## src/rtl/window_7x7_frame_sequencer.sv

```systemverilog
// rtl/window_7x7_frame_sequencer.sv - column/row sequencing and window-valid flags for a 7x7 window buffer
module window_7x7_frame_sequencer #(
    parameter int COLS  = 640,
    parameter int ROWS  = 480,
    parameter int KSIZE = 7
) (
    input  logic        clk,
    input  logic        rst,
    input  logic        done_i,
    output logic        count_en,
    output logic        done_o,
    output logic        progress_done_o,
    output logic [11:0] win_col_o,
    output logic [11:0] win_row_o,
    output logic        busy_o,
    output logic        drop_o
);

    localparam logic [11:0] COL_LAST = 12'(COLS - 1);
    localparam logic [11:0] ROW_LAST = 12'(ROWS - 1);
    localparam logic [11:0] FILL     = 12'(KSIZE - 1);

    typedef enum logic [1:0] {
        IDLE = 2'd0,
        RUN  = 2'd1,
        DONE = 2'd2
    } state_t;

    state_t      state_q;
    state_t      state_d;
    logic [11:0] col_cnt;
    logic [11:0] row_cnt;
    logic        last_col;

    assign last_col = (col_cnt == COL_LAST) && (row_cnt == ROW_LAST);

    always_ff @(posedge clk or negedge rst) begin
        if (!rst) begin
            state_q <= IDLE;
        end else begin
            state_q <= state_d;
        end
    end

    // count_en is gated by rst so every output reads 0 while reset is held
    always_comb begin
        state_d         = state_q;
        count_en        = 1'b0;
        busy_o          = 1'b0;
        progress_done_o = 1'b0;
        case (state_q)
            IDLE: begin
                count_en = done_i & rst;
                if (done_i) state_d = RUN;
            end
            RUN: begin
                count_en = done_i & rst;
                busy_o   = 1'b1;
                if (done_i && last_col) state_d = DONE;
            end
            DONE: begin
                busy_o          = 1'b1;
                progress_done_o = 1'b1;
                state_d         = IDLE;
            end
            default: state_d = IDLE;
        endcase
    end

    // Window flags lag acceptance by one cycle to line up with the datapath tap registers
    always_ff @(posedge clk or negedge rst) begin
        if (!rst) begin
            col_cnt   <= '0;
            row_cnt   <= '0;
            done_o    <= 1'b0;
            win_col_o <= '0;
            win_row_o <= '0;
            drop_o    <= 1'b0;
        end else begin
            done_o <= 1'b0;
            if (count_en) begin
                if (col_cnt >= FILL) begin
                    done_o    <= 1'b1;
                    win_col_o <= col_cnt - FILL;
                    win_row_o <= row_cnt;
                end
                if (last_col) begin
                    col_cnt <= '0;
                    row_cnt <= '0;
                end else if (col_cnt == COL_LAST) begin
                    col_cnt <= '0;
                    row_cnt <= row_cnt + 12'd1;
                end else begin
                    col_cnt <= col_cnt + 12'd1;
                end
            end
            if (state_q == DONE && done_i) drop_o <= 1'b1;
        end
    end

endmodule

```

## config.mk

```make
export PLATFORM = sky130hd
export DESIGN_NAME = window_7x7_frame_sequencer
export DESIGN_NICKNAME = d
export VERILOG_FILES = /design/src/rtl/window_7x7_frame_sequencer.sv
export SDC_FILE = /design/constraint.sdc
export NUM_CORES = 1
export LEC_CHECK = 0
export CORE_ASPECT_RATIO = 0.7
export CORE_UTILIZATION = 42
export CTS_BUF_LIST = sky130_fd_sc_hd__clkbuf_2
export CTS_CLUSTER_SIZE = 16
export DETAILED_ROUTE_END_ITERATION = 8
export DONT_BUFFER_PORTS = 1
export PLACE_DENSITY = 0.64
export SLEW_MARGIN = 20
export SYNTH_ARGS = -nofsm -noshare
export SYNTH_HDL_FRONTEND = slang
export SYNTH_SLANG_ARGS = --single-unit
```

## constraint.sdc

```tcl
create_clock -name clk -period 2.1 [get_ports clk]
set_input_delay 0.63 -clock clk [delete_from_list [all_inputs] [get_ports clk]]
set_output_delay 0.63 -clock clk [all_outputs]
set_load 0.02 [all_outputs]
```

# == After elaboration in Yosys (flattened, before gate mapping) ==
# Cells that the tools add are included.
# totals
input_bits,3
out_inout_bits,29
ff_bits,52
wordCells,40
# classes
n_lt_le_gt_ge,1
addsub,3
n_mux,12
bitwise_logic,1
n_eq_ne,6
reduce_logical,10
# op_table
operator,count
$mux 12,4
$add 12x1->12 const B,2
$eq 12x10->1 const B,1
$eq 12x9->1 const B,1
$ge 12x3->1 const B,1
$sub 12x3->12 const B,1
$reduce_and 2->1,3
$mux 1,5
$mux 2,2
$ne 2x2->1 const B,2
$pmux 2 s2,1
$reduce_or 2->1,2
$logic_and 1x1->1,3
$eq 2x1->1 const B,1
$eq 2x2->1 const B,1
$logic_not 2->1,1
$reduce_bool 2->1,1
$and 1x1->1,1

# == Longest topological paths before layout ==
# depth
word_depth,5
ltp_mapped,8
mapped_depth_nobuf,7

# == Worst setup path after synthesis ==
# No wires, ideal clock.
# synth_timing
kind,register to register
start,reg state_q[0]
end,reg row_cnt[7]
required_ns,1.981
path_stages_with_launch,8
arrival_ns,1.718
n_path_buf,1
setup_ns,0.119
period_less_slack_ns,1.837
path_slack_ns,0.263
cell_sequence,dfrtp_1 ha_1 o211ai_4 inv_2 and4_1 buf_2 nand4b_1 a21bo_2
# synth_via
elab_chain_len,4
elab_cells_between_ends,5
classes_between,eq/ne (1); mux (1); reduce/logical (3)
# synth_rtl
item,line_no,text
start: declaration,29,state_t state_q;
start signal: assignment,41,state_q <= state_d;
$eq 2x1->1 / $logic_not 2->1 (equally long branches),51,case (state_q)
$reduce_or 2->1 (no line) (*),n/a,
$mux 1 (*),n/a,
via count_en,10,"output logic count_en,"
$reduce_and 2->1 (no line) (*),n/a,
end signal: assignment,92,row_cnt <= row_cnt + 12'd1;
end: declaration,32,logic [11:0] row_cnt;
# The timed path passes the listed nets; every way through them passes the cells marked *.
# A chain may end at the register's enable or synchronous reset.

# == Worst setup path after layout ==
# layout_timing
start,reg state_q[0]
end,out count_en
# layout_via
elab_chain_len,3
elab_cells_between_ends,4
classes_between,eq/ne (1); mux (1); reduce/logical (2)
# layout_rtl
item,line_no
$eq 2x1->1 / $logic_not 2->1 (equally long branches),51
$reduce_or 2->1 (no line) (*),n/a
$mux 1 (*),n/a
end: declaration,10
# Mark *: on every way between the ends. The rest lies on a longest branch, timed or not.

==> key figures <==
Finish
  – # nets final: between 200 and 300
  – Final instance area: 2942 um2
  – Layout area overhead: 10.64%
  – Core Util, Final: 49.86%
  – # diodes: 0
  – Share of layout cells above drive strength 1: 24.70%

Drt
  – Via/cell ratio: 5.447
  – TritonRoute pass-1 iters: 4
  – Drt drc: 0
  – Via count: 1754
  – Final wirelength: ~5.3 mm
  – DR WL/cell: 16.52 um
  – Drt initial violations: approximately 110
  – DRT antenna net count: 0

Logic synthesis
  – Top FF cell, synth: dfrtp_1
  – Commonest cells post-synth: 52 x dfrtp_1, 19 x xnor2_1, 15 x nor2_1
  – Area leader, netlist: dfrtp_1
  – Synth top area share: between 40% and 50%
  – Dominant cells by area after synthesis: dfrtp_1 49%, mux2_4 7.9%, xnor2_1 6.3%, ha_1 3.3%, a21oi_1 2.6%
  – Post-synth ARST share: 100.0%
  – Sequential area share after synthesis: 48.94%
  – Count leader, synth: dfrtp_1
  – Post-synthesis net count: 241
  – Synth Area per Inst: around 12 um2
  – Netlist cell types: 47
  – Synth Instances: roughly 230
  – YS warnings: 0
  – Post-synth EDFFs: 0
  – Syn Std Cell Area: 2659 um2
  – Yosys reg bits: 52

Worst setup path
  – Worst path slowest cell: dfrtp_1
  – Worst setup EP type: output pin
  – Startpoint Class: register
  – Crit path cell chain: buf_6, ha_4, o211ai_4, inv_4
  – Reg2Reg Setup Slack: 0.14 ns
  – CP Data Arrival Time: 1.46 ns
  – Crit Path Category: reg -> out
  – CP Max Fanout: 5
  – Largest stage delay, worst path: 0.46 ns
  – Critical path required time: 1.47 ns

STA
  – Hold Vio Cnt, Final: 0
  – Fmax: between 0.4 and 0.5 GHz
  – Min Tclk post-route: around 2.1 ns
  – Final setup violating endpoints: 0
  – RSZ-0062 raised after global routing: yes
  – Max-slew violations: 0
  – Worst slew margin: 70.11%
  – Final worst path period share: between 90% and 100%
  – Final clock skew: 0.02101 ns
  – Worst Tran Pin Value: 0.4457 ns

Clock network
  – Clk Tree Root Cell: clkbuf_2
  – Clk sinks: 52
  – CTS tree: yes
  – CTS Buf Count: 5
  – Clock Pin Slew Worst Setup and Hold Paths: 0.25 ns
  – Max clock buf depth: 2
  – Number of H-tree levels: 2
  – Skew-Pair Late Insertion Delay: around 0.43 ns

Worst hold path
  – Worst Hold Class: in -> reg

Die
  – Initial core utilization: between 40% and 50%
  – # rows: 23
  – Die Span Y: 68.57 um
  – Area of the core: roughly 6000 um2
  – Die W: 97.10 um
  – Die ar.: 6658 um2
  – I/O pin count: 32

Placed design
  – GP Congestion: 0.8431
  – DP HPWL: ~3.8 mm
  – Post-DP Area: 2789 um2
  – Count of input and output buffers: 0

Global route
  – Initial antenna violation count: 0
  – Gr usage total: 17.35%
  – Vias in the first global route: 1663
  – First-pass GRT wire length: roughly 8.8 mm
  – Pin count of the biggest net entering global routing: 53
  – GRT overflow: 0

Flow run
  – MaxCap Viol Count: 0

Status
  – Outcome: completed

Power
  – Total power per unit cell area: 945.5 nW/um2
  – Leak Pwr: 1.266 nW
  – Tot Pwr: 2.781 mW
  – IR Drop Worst-Case VDD: 0.3968 mV
==> cells by family (layout without fill, tap and decap cells) <==
logic type,Yosys count,count (layout),share of synthesized area (%)
simple gates,76,76,17.60
fa+ha+maj,7,7,3.294
xor+xnor,22,22,7.247
flops,52,52,48.94
buf+inv,23,39,4.517
compound gates,33,33,8.942
mux,18,18,9.459
==> area by class of cell <==
cell class                 instances  area (um2)
clock buffer                       6       30.03
clock inverter                     2       16.27
timing repair buffer              18       173.9
timing repair inverter             1       7.507
fill                             522        2958
multi-input combinational        156        1271
tap                               75       93.84
inverter                          12       47.55
sequential                        52        1301
==> per-stage QoR <==
stage	TNS [ns]	std cells	setup WS [ns]	hold WS, ns
6_report	0	322	0.007461	0.2987
5_1_grt	-0.07784	322	-0.07784	0.2452
4_1_cts	-0.002278	322	-0.002278	0.2636
3_5_place_dp	0	307	0.1413	0.3361
3_3_place_gp	0	307	0.1882	0.3356
2_1_floorplan	0	231	0.2628	0.3344
==> state kept, by name, summed over array words and instances, names as in the netlist <==
name and count:
row_cnt 12, state_q 2, drop_o 1, done_o 1, win_col_o 12, col_cnt 12, win_row_o 12
==> report_power, final <==
group / internal, mW / switching [mW] / leakage [nW]
clock: 0.0891 / 0.321 / 0.0292
combinational: 0.460 / 0.452 / 0.584
sequential: 1.16 / 0.300 / 0.652
total: 1.71 / 1.07 / 1.27
==> per-layer routing <==
| layer | wire length [um] | global-route usage, % | share of wire [%] |
|---|---|---|---|
| met1 | 2848 | 26.15 | 54 |
| met2 | 2067 | 23.33 | 39 |
| met3 | 354 | 5.040 | 6.7 |
| met4 | 49 | 5.970 | 0.92 |
| met5 | 0 | 0 | 0 |
==> path summary, 6_finish.rpt <==
| check | cells after the start | to | startpoint |
|---|---|---|---|
| worst max register to register | 8 | win_row_o[8]$_DFFE_PN0P_ | state_q[0]$_DFFE_PN0P_ |
| worst min-delay path | 1 | drop_o$_DFFE_PN0P_ | done_i |
| max in group asynchronous | 2 | col_cnt[1]$_DFFE_PN0P_ | rst |
| worst max-delay path | 4 | count_en | state_q[0]$_DFFE_PN0P_ |
| worst min register to register | 1 | row_cnt[11]$_DFFE_PN0P_ | row_cnt[11]$_DFFE_PN0P_ |
| min in group asynchronous | 2 | win_col_o[11]$_DFFE_PN0P_ | rst |
==> cells in the final DEF, fill, tap and decap left out, types with 2 or more instances in the layout <==
cell type	netlist	routed
buf_4	1	14
clkbuf_2	0	6
nand3_1	8	8
mux2i_1	3	3
o21ai_0	6	6
and3_1	2	2
ha_1	7	5
clkinvlp_4	0	2
inv_1	11	9
nor3_1	6	6
and4bb_2	2	2
or2_2	3	3
a21oi_1	14	14
xnor2_1	19	19
ha_4	0	2
nand4_1	10	10
nor2_1	15	15
o31ai_1	3	3
inv_2	1	2
or3_1	2	2
nor4_1	3	3
and4_1	3	3
mux2_4	14	14
xor2_1	3	3
nand2_1	12	12
dfrtp_1	52	52
==> repair_timing <==
| item | 4_1_cts | 5_1_grt |
|---|---|---|
| resized for setup | 7 | 2 |
| endpoints found under the setup margin | 1 | 2 |
| buffers inserted | 4 | 0 |
| hold endpoints to repair | 52 | 0 |
| cloned | 1 | 0 |
| pin swaps | 1 | 0 |
| hold buffers | 2 | 0 |
==> worst max-delay path, delay by kind of cell, from the launching register on <==
kind / cells / cell delay (ns)
AOI/OAI and AO/OA: 1 / 0.19
adders and majority gates: 1 / 0.16
buffers and inverters: 2 / 0.23
DFF: 1 / 0.46
Note: power is estimated with default switching activity, not from simulation.
